--- src/rtl/alu_pkg.sv ---
// alu_pkg: shared widths, FSM state encoding and settle-time limits for the
// ALU issue/capture stage.
package alu_pkg;

   localparam int ALU_WIDTH  = 8;
   localparam int ALU_OPW    = 3;

   // Settle time is counted down in a 4-bit counter, so 15 is the ceiling.
   localparam int SETTLE_MIN = 1;
   localparam int SETTLE_MAX = 15;
   localparam int CNT_W      = 4;

   localparam logic [1:0] S_IDLE   = 2'd0;
   localparam logic [1:0] S_SETTLE = 2'd1;
   localparam logic [1:0] S_RESP   = 2'd2;

endpackage

--- src/rtl/alu_issue_ctrl.sv ---
// alu_issue_ctrl: registers one command into a sibling combinational ALU,
// waits SETTLE cycles, captures result/flags into result registers and an
// accumulator, then holds the result until the consumer takes it.
// Optional build macro ALU_STICKY_FLAGS_EN adds clr_sticky, sticky_ov and
// sticky_cout (flags accumulated across captures until cleared).
module alu_issue_ctrl
   import alu_pkg::*;
#(
   parameter int WIDTH  = ALU_WIDTH,
   parameter int OPW    = ALU_OPW,
   parameter int SETTLE = 1
)(
   input  logic             clk,
   input  logic             rst,
   input  logic             cmd_valid,
   output logic             cmd_ready,
   input  logic [OPW-1:0]   cmd_op,
   input  logic [WIDTH-1:0] cmd_a,
   input  logic [WIDTH-1:0] cmd_b,
   input  logic             cmd_use_acc,
   output logic [WIDTH-1:0] alu_a,
   output logic [WIDTH-1:0] alu_b,
   output logic [OPW-1:0]   alu_op,
   input  logic [WIDTH-1:0] alu_z,
   input  logic             alu_ov,
   input  logic             alu_cout,
   input  logic             alu_sign,
   output logic             res_valid,
   input  logic             res_ready,
   output logic [WIDTH-1:0] res_z,
   output logic             res_ov,
   output logic             res_cout,
   output logic             res_sign,
   output logic [WIDTH-1:0] acc,
   output logic             busy
`ifdef ALU_STICKY_FLAGS_EN
   ,
   input  logic             clr_sticky,
   output logic             sticky_ov,
   output logic             sticky_cout
`endif
);

   // An out-of-range settle time cannot be counted correctly; refuse to build.
   generate
      if (SETTLE < SETTLE_MIN || SETTLE > SETTLE_MAX) begin : g_bad_settle
         $error("alu_issue_ctrl: SETTLE must be in 1..15");
      end
   endgenerate

   logic [1:0]       state_reg;
   logic [1:0]       state_next;
   logic [CNT_W-1:0] cnt_reg;

   logic accept;
   logic capture;
   logic retire;

   // Handshake events, derived from the current state only.
   assign accept  = (state_reg == S_IDLE)   && cmd_valid;
   assign capture = (state_reg == S_SETTLE) && (cnt_reg == '0);
   assign retire  = (state_reg == S_RESP)   && res_ready;

   // State register.
   always_ff @(posedge clk or posedge rst) begin
      if (rst) state_reg <= S_IDLE;
      else     state_reg <= state_next;
   end

   // Next-state logic: IDLE -> SETTLE on accept, SETTLE -> RESP on capture,
   // RESP -> IDLE on retire. A command arriving in RESP is left for IDLE.
   always_comb begin
      state_next = state_reg;
      case (state_reg)
         S_IDLE:   if (accept)  state_next = S_SETTLE;
         S_SETTLE: if (capture) state_next = S_RESP;
         S_RESP:   if (retire)  state_next = S_IDLE;
         default:               state_next = S_IDLE;
      endcase
   end

   // Outputs decoded from state; res_valid therefore drops with reset at once.
   always_comb begin
      cmd_ready = (state_reg == S_IDLE);
      busy      = (state_reg != S_IDLE);
      res_valid = (state_reg == S_RESP);
   end

   // Operand/opcode registers feeding the ALU; they change only on accept.
   always_ff @(posedge clk or posedge rst) begin
      if (rst) begin
         alu_a  <= '0;
         alu_b  <= '0;
         alu_op <= '0;
      end else if (accept) begin
         alu_a  <= cmd_use_acc ? acc : cmd_a;
         alu_b  <= cmd_b;
         alu_op <= cmd_op;
      end
   end

   // Settle counter: loaded with SETTLE-1 on accept so the capture lands
   // exactly SETTLE edges after the accept edge.
   always_ff @(posedge clk or posedge rst) begin
      if (rst)
         cnt_reg <= '0;
      else if (accept)
         cnt_reg <= CNT_W'(SETTLE - 1);
      else if (state_reg == S_SETTLE && cnt_reg != '0)
         cnt_reg <= cnt_reg - CNT_W'(1);
   end

   // Result and accumulator capture; values persist after retire.
   always_ff @(posedge clk or posedge rst) begin
      if (rst) begin
         res_z    <= '0;
         res_ov   <= 1'b0;
         res_cout <= 1'b0;
         res_sign <= 1'b0;
         acc      <= '0;
      end else if (capture) begin
         res_z    <= alu_z;
         res_ov   <= alu_ov;
         res_cout <= alu_cout;
         res_sign <= alu_sign;
         acc      <= alu_z;
      end
   end

`ifdef ALU_STICKY_FLAGS_EN
   // Sticky flags: a clear coinciding with a capture still keeps the new flag.
   always_ff @(posedge clk or posedge rst) begin
      if (rst) begin
         sticky_ov   <= 1'b0;
         sticky_cout <= 1'b0;
      end else if (clr_sticky) begin
         sticky_ov   <= capture & alu_ov;
         sticky_cout <= capture & alu_cout;
      end else if (capture) begin
         sticky_ov   <= sticky_ov   | alu_ov;
         sticky_cout <= sticky_cout | alu_cout;
      end
   end
`endif

endmodule

--- config.mk ---
export PLATFORM = sky130hd
export DESIGN_NAME = alu_issue_ctrl
export DESIGN_NICKNAME = d
export VERILOG_FILES = /design/src/rtl/alu_pkg.sv /design/src/rtl/alu_issue_ctrl.sv
export SDC_FILE = /design/constraint.sdc
export NUM_CORES = 1
export LEC_CHECK = 0
export ABC_AREA = 0
export BUFFER_PORTS_ARGS = -buffer_cell sky130_fd_sc_hd__clkbuf_2
export CORE_ASPECT_RATIO = 0.7
export CORE_MARGIN = 2
export CORE_UTILIZATION = 40
export DETAILED_ROUTE_END_ITERATION = 7
export GPL_TIMING_DRIVEN = 0
export PLACE_DENSITY_LB_ADDON = 0.1
export REMOVE_ABC_BUFFERS = 1
export SLEW_MARGIN = 30
export SYNTH_ARGS = -nofsm -noshare
export SYNTH_HDL_FRONTEND = slang
export SYNTH_SLANG_ARGS = --single-unit
--- constraint.sdc ---
create_clock -name clk -period 2.1 [get_ports clk]
set_input_delay 0.525 -clock clk [delete_from_list [all_inputs] [get_ports clk]]
set_output_delay 0.525 -clock clk [all_outputs]
set_load 0.1 [all_outputs]
Word-level counts from Yosys, hierarchy flattened. Cells that the tools add are included.

Register bits after elaboration: 36. Latch bits: 0. Memory bits (writable): 0. Memory bits (read-only): 0. Bits of input ports: 35. Output and inout bits: 41. Logic and storage cells: 32. Memories kept: 0.

Add/sub/neg operators: 1. Multipliers: 0. Divide/modulo/power cells: 0. Order comparisons: 0. Equal/unequal tests: 5. Shifts and indexed selects: 0. Mux-type cells: 7. Bitwise logic cells: 0. Reductions and logical operators: 10.

Operator list (count): $mux 4 (2); $mux 8 (1); $mux 2 (3); $pmux 2 s3 (1); $logic_and 1x1->1 (4); $logic_not 4->1 (1); $ne 2x1->1 const B (2); $reduce_bool 2->1 (2); $reduce_bool 4->1 (1); $sub 4x1->4 const B (1); $reduce_and 3->1 (1); $eq 2x1->1 const B (1); $eq 2x2->1 const B (1); $logic_not 2->1 (1); $ne 2x2->1 const B (1).

Depth between registers and ports, before layout. Gate-level depths: netlist of run 1.

Depth in word-level cells: 4. Gate-level depth with buffers: 6. Gate-level depth less buffers: 5.

Worst setup path before layout of run 1. Ideal clock, no wire load.

Path type: flip-flop to output port. Start point: reg state_reg[1]. End point: out cmd_ready. Arrival time: 1662 ps. Required time: 1575 ps. Setup slack: -87 ps. Cell stages (with the launch flop): 3. Buffers on the path: 0. Cell sequence: dfrtp_1 -> or2_2 -> inv_1.

Word-level cells in the longest chain between the ends: 1.

Ends and longest elaborated chain: start, declared (line alu_issue_ctrl.sv:51) `logic [1:0] state_reg;`; start signal, assigned (line alu_issue_ctrl.sv:67) `else state_reg <= state_next;`; $logic_not 2->1 (line alu_issue_ctrl.sv:84) `cmd_ready = (state_reg == S_IDLE);`; end, declared (line alu_issue_ctrl.sv:16) `output logic cmd_ready,`.

Every way passes these cells.

Worst setup path after layout of run 1.
Start point: reg state_reg[1]. End point: out busy.

Word-level cells in the longest chain between the ends: 1.

Ends and longest elaborated chain: $reduce_bool 2->1 (line alu_issue_ctrl.sv:85) `busy = (state_reg != S_IDLE);`; end, declared (line alu_issue_ctrl.sv:35) `output logic busy`.

Every way passes these cells.

==> results.cfg, run 1 <==
[routing]
vias = 1175
route.detailed.drc = 0
antenna_violating_nets_post_route = 0
routedWlPerCell_um = 13.3
pre_antenna_drt_iters = 3
post_drt_via_cell_ratio = 4.70
finalWirelength_um = 3320
dr_iter_0_viols = 35

[global_route]
globalRoute.totalOverflow = 0
grt_pass1_wl_um = 5320
maximum_number_of_pins_on_one_net_before_global_route_repair = 37
antenna_found_initial = 0
grtUsageTotal_pct = 15.5
via_count_of_the_first_global_routing_pass = 1209

[final_layout]
mostFrequentLayoutCell = sky130_fd_sc_hd__clkbuf_2
num-nets-final = 235
post_route_cells_drive_above_1_share_pct = 49.5
layout.cells.most_common_list = sky130_fd_sc_hd__clkbuf_2, sky130_fd_sc_hd__dfrtp_1, sky130_fd_sc_hd__mux2_1, sky130_fd_sc_hd__a21oi_1
final_util_pct = 53.3
register_area_um2 = 901
num_antenna_cells = 0
filler_cell_count = 382
combined_area_of_the_multi_input_logic_cells_um2 = 623
stdcell_count = 250
synthToLayoutAreaGrowth_pct = 28.2
biggest_regs = alu_a: 8 flops, alu_b: 8 flops, res_z: 8 flops

[synth]
async_flop_share_pct = 100
cell_count_after_synthesis = 128
netlist-cell-type-count = 27
synth-seq-cells = 36
edff_count_synth = 0
ys.warnings.count = 0
mappedNetlistArea_um2 = 1630
synth_area_per_cell_um2 = 12.7
synth_flop_type = sky130_fd_sc_hd__dfrtp_1
synth_sequential_area_ratio_pct = 55.3

[cts]
worst_setup_hold_path_clk_slew_ns = 0.07
cts_tree = built
worst_skew_pair.late_latency_ns = 0.29
cts_buffer_count = 5
cts.hold.buffers_added = 0
clkSinkCount = 36
ctsLongestPathBuffers = 2
clock-root-buffer = sky130_fd_sc_hd__clkbuf_8
cts-htree-levels = 2

[sta]
layout_worst_path_cycle_share_pct = 95.7
final_max_tran_viols = 0
max_slew_margin_pct = 51.2
timing.final.crit_period_ns = 2.01
maxClockFrequency_ghz = 0.498
worst-slew-pin-transition_ns = 0.731
rsz_0062_raised_after_global_routing = false
layout_setup_ws_ns = 0.0904
fin_clk_skew_ns = 0.00891
setup_total_negative_slack_ns = 0
timing.final.hold_violations = 0
setup_viol = 0

[floorplanning]
core-area_um2 = 3920
fp.dieW_um = 80.3
initial_utilization_pct = 41.6
fp.dieH_um = 57.4
pin_count = 76
rows = 19
floorplan.die_area_um2 = 4610

[setup_path]
endpoint_kind = output port
cp-start-kind = flip-flop
type_of_the_worst_setup_path = reg -> out
timing.critical_path.fanout_max = 8
critical_path_required_ns = 1.57
worst_ep_arrival_time_ns = 1.48

[placement]
place_inst = 243
gp_congestion = 0.770
detailed_place_hpwl_um = 2500
preCtsSetupSlack_ns = 0.143
io_buffer_count = 75

[outcome]
run_status = finished clean

[worst_hold_path]
hold_path_class = in -> async

[flow_run]
maxCapViolCount = 0
-- worst paths after layout --
| kind | end | from | slack (ns) | depth (start not counted) |
|---|---|---|---|---|
| setup / recovery | busy | state_reg[1] | 0.09 | 2 |
| hold / removal | alu_a[4] | rst | 0.34 | 2 |
| setup reg to reg | res_ov | cnt_reg[0] | 0.36 | 5 |
| hold reg to reg | alu_b[0] | alu_b[0] | 0.49 | 1 |
| max in group asynchronous | cnt_reg[3] | rst | 1.28 | 2 |
| min in group clk | state_reg[1] | res_ready | 0.43 | 2 |
-- critical path, cell delays in order, from the launching register on --
cell and delay, ns:
sky130_fd_sc_hd__dfrtp_1 0.48, sky130_fd_sc_hd__or2_2 0.35, sky130_fd_sc_hd__clkbuf_2 0.37
-- per-layer routing --
metal / vias to the layer above / global-route usage, % / part of all wire, %
met4: 0 / 7.26 / 1.6
met1: 559 / 19.4 / 46
li1: 569 / - / -
met2: 40 / 24.3 / 45
met5: - / 0 / 0
met3: 7 / 5.22 / 6.9
-- through the flow --
stage / instance area (um^2) / hold WS, ns
3_3_place_gp: 1980 / 0.469
2_1_floorplan: 1540 / 0.550
6_report: 2090 / 0.344
3_5_place_dp: 2010 / 0.479
4_1_cts: 2090 / 0.370
5_1_grt: 2090 / 0.417
-- cell usage after synthesis, drive strengths merged (2+ instances only) --
library cell | n | area, um^2
buf | 11 | 81.3
inv | 6 | 22.5
ha | 2 | 25.0
mux2 | 22 | 282
nor2 | 9 | 33.8
clkbuf | 3 | 11.3
nor3 | 3 | 15.0
mux2i | 9 | 90.1
a21oi | 10 | 50.1
nand2 | 3 | 11.3
o21ai | 4 | 20.0
dfrtp | 36 | 901
-- final cells by class --
type / count / share of cell area (%)
Clock buffer: 6 / 3.47
Timing Repair Buffer: 77 / 19.2
Clock inverter: 1 / 0.240
Inverter: 6 / 1.08
Tap cell: 52 / 3.11
Multi-Input combinational cell: 72 / 29.8
Sequential cell: 36 / 43.1
-- cell families (layout without fill, tap and decap cells) --
family | count (synthesis) | in the layout | share of synthesized area, %
AO/OA/AOI/OAI | 17 | 17 | 5.76
adder cells (fa/ha/maj) | 2 | 2 | 1.53
buffers and inverters | 20 | 90 | 7.06
flip-flops | 36 | 36 | 55.3
multiplexers | 31 | 31 | 22.8
AND/OR/NAND/NOR | 22 | 22 | 7.60
-- repair_timing --
| action | 4_1_cts | 5_1_grt |
|---|---|---|
| pin swaps | 0 | 0 |
| gates resized for setup | 1 | 1 |
| setup endpoints to repair | 1 | 1 |
| buffers inserted | 0 | 0 |
Power of run 1 is left out: the tool's default activity adds up to more than one toggle a clock period on the data nets, which glitch-free logic cannot reach.
==> inputs of run 2 (changes only) <==
--- a/config.mk
+++ b/config.mk
@@ -9,11 +9,12 @@
 export BUFFER_PORTS_ARGS = -buffer_cell sky130_fd_sc_hd__clkbuf_2
 export CORE_ASPECT_RATIO = 0.7
 export CORE_MARGIN = 2
-export CORE_UTILIZATION = 40
+export CORE_UTILIZATION = 30
 export DETAILED_ROUTE_END_ITERATION = 7
 export GPL_TIMING_DRIVEN = 0
 export PLACE_DENSITY_LB_ADDON = 0.1
 export REMOVE_ABC_BUFFERS = 1
+export SETUP_SLACK_MARGIN = 0.15
 export SLEW_MARGIN = 30
 export SYNTH_ARGS = -nofsm -noshare
 export SYNTH_HDL_FRONTEND = slang
==> results.cfg, run 2 (synthesized netlist as in run 1, its figures left out) <==
[sta]
timing.final.crit_period_ns = 1.89
max_slew_margin_pct = 63.5
fin_clk_skew_ns = 0.00227
setup_viol = 0
timing.final.hold_violations = 0
final_max_tran_viols = 0
maxClockFrequency_ghz = 0.529
worst-slew-pin-transition_ns = 0.549
setup_total_negative_slack_ns = 0
rsz_0062_raised_after_global_routing = false
finalHoldWorstSlack_ns = 0.120
layout_worst_path_cycle_share_pct = 90.0

[global_route]
maximum_number_of_pins_on_one_net_before_global_route_repair = 30
globalRoute.totalOverflow = 0
grt_pass1_wl_um = 5980
via_count_of_the_first_global_routing_pass = 1230
grtUsageTotal_pct = 12.9
antenna_found_initial = 0

[floorplanning]
initial_utilization_pct = 31.2
fp.dieH_um = 65.7
floorplan.die_area_um2 = 6050
core-area_um2 = 5230
fp.dieW_um = 92.1
pin_count = 76
rows = 22

[final_layout]
mostFrequentLayoutCell = sky130_fd_sc_hd__clkbuf_2
filler_cell_count = 530
num-nets-final = 236
stdcell_count = 272
num_antenna_cells = 0
layout.cells.most_common_list = sky130_fd_sc_hd__clkbuf_2, sky130_fd_sc_hd__dfrtp_1, sky130_fd_sc_hd__mux2_1, sky130_fd_sc_hd__a21oi_1
biggest_regs = alu_a: 8 flops, alu_b: 8 flops, res_z: 8 flops
synthToLayoutAreaGrowth_pct = 32.3
post_route_cells_drive_above_1_share_pct = 50.0

[cts]
worst_skew_pair.late_latency_ns = 0.28
worst_setup_hold_path_clk_slew_ns = 0.07
cts_buffer_count = 5
cts_post_setup_buffers_inserted = 0
cts_tree = built
cts-htree-levels = 2
clkSinkCount = 36
ctsLongestPathBuffers = 2
cts.hold.buffers_added = 0
clock-root-buffer = sky130_fd_sc_hd__clkbuf_8

[setup_path]
cp-start-kind = flip-flop
type_of_the_worst_setup_path = reg -> out
worst_ep_arrival_time_ns = 1.37
endpoint_kind = output port
timing.critical_path.fanout_max = 8
critical_path_required_ns = 1.57

[placement]
place_inst = 264
io_buffer_count = 75
gp_congestion = 0.719
detailed_place_hpwl_um = 2660

[flow_run]
maxCapViolCount = 0

[worst_hold_path]
hold_path_class = in -> async

[routing]
dr_iter_0_viols = 64
route.detailed.drc = 0
vias = 1195
post_drt_via_cell_ratio = 4.39
antenna_violating_nets_post_route = 0
finalWirelength_um = 3510
pre_antenna_drt_iters = 4
routedWlPerCell_um = 12.9

[outcome]
run_status = finished clean
[run 2: cell types whose count changed in the layout (fill, tap and decap cells not counted), sizes merged]
| cell | change |
|---|---|
| buf | +2 |
| clkbuf | +1 |
| clkinv | -1 |
[run 2: final timing paths]
| path | startpoint | end | slack [ns] | depth (start not counted) |
|---|---|---|---|---|
| max reg2reg | cnt_reg[0] | res_ov | 0.29 | 5 |
| min | rst | alu_b[7] | 0.12 | 2 |
| max in group asynchronous | rst | state_reg[1] | 1.57 | 3 |
| min reg2reg | alu_b[1] | alu_b[1] | 0.49 | 1 |
| min in group clk | res_ready | state_reg[1] | 0.41 | 2 |
| max | state_reg[1] | cmd_ready | 0.21 | 3 |
[run 2: layer usage]
| layer | GRT usage (%) | vias up | part of all wire [%] |
|---|---|---|---|
| met5 | 0 | - | 0 |
| met4 | 4.48 | 0 | 1.1 |
| met3 | 4.70 | 5 | 8.9 |
| met2 | 21.2 | 48 | 46 |
| met1 | 15.9 | 568 | 44 |
| li1 | - | 574 | - |
[run 2: worst max-delay path, stage by stage, from the launching register on]
cell and delay, ns:
sky130_fd_sc_hd__dfrtp_2 0.47, sky130_fd_sc_hd__or2_2 0.32, sky130_fd_sc_hd__inv_1 0.07, sky130_fd_sc_hd__buf_6 0.22
[run 2: stage by stage]
| step | area (um^2) | setup WS (ns) | utilization, % |
|---|---|---|---|
| final | 2160 | 0.210 | 41.2 |
| after global routing | 2160 | 0.152 | 41.2 |
| after CTS | 2150 | 0.0775 | 41.1 |
| after detailed placement | 2050 | 0.0451 | 39.2 |
| after global placement | 2000 | -0.652 | 38.3 |
| after floorplan | 1540 | -0.0872 | - |
[run 2: cell type report]
class | count | area [um^2] | share of cell area [%]
Timing Repair Buffer | 78 | 429 | 19.9
Sequential cell | 36 | 902 | 41.8
Tap cell | 72 | 90.1 | 4.18
Clock buffer | 8 | 90.1 | 4.18
Multi-Input combinational cell | 72 | 623 | 28.9
Inverter | 6 | 22.5 | 1.04
[run 2: what timing repair did]
| action | in CTS | in global routing |
|---|---|---|
| resized for setup | 4 | 3 |
| setup endpoints to repair | 14 | 2 |
| endpoints found under the hold margin | 0 | 0 |
| pin swaps | 0 | 0 |
Power of run 2 is left out for the same reason.
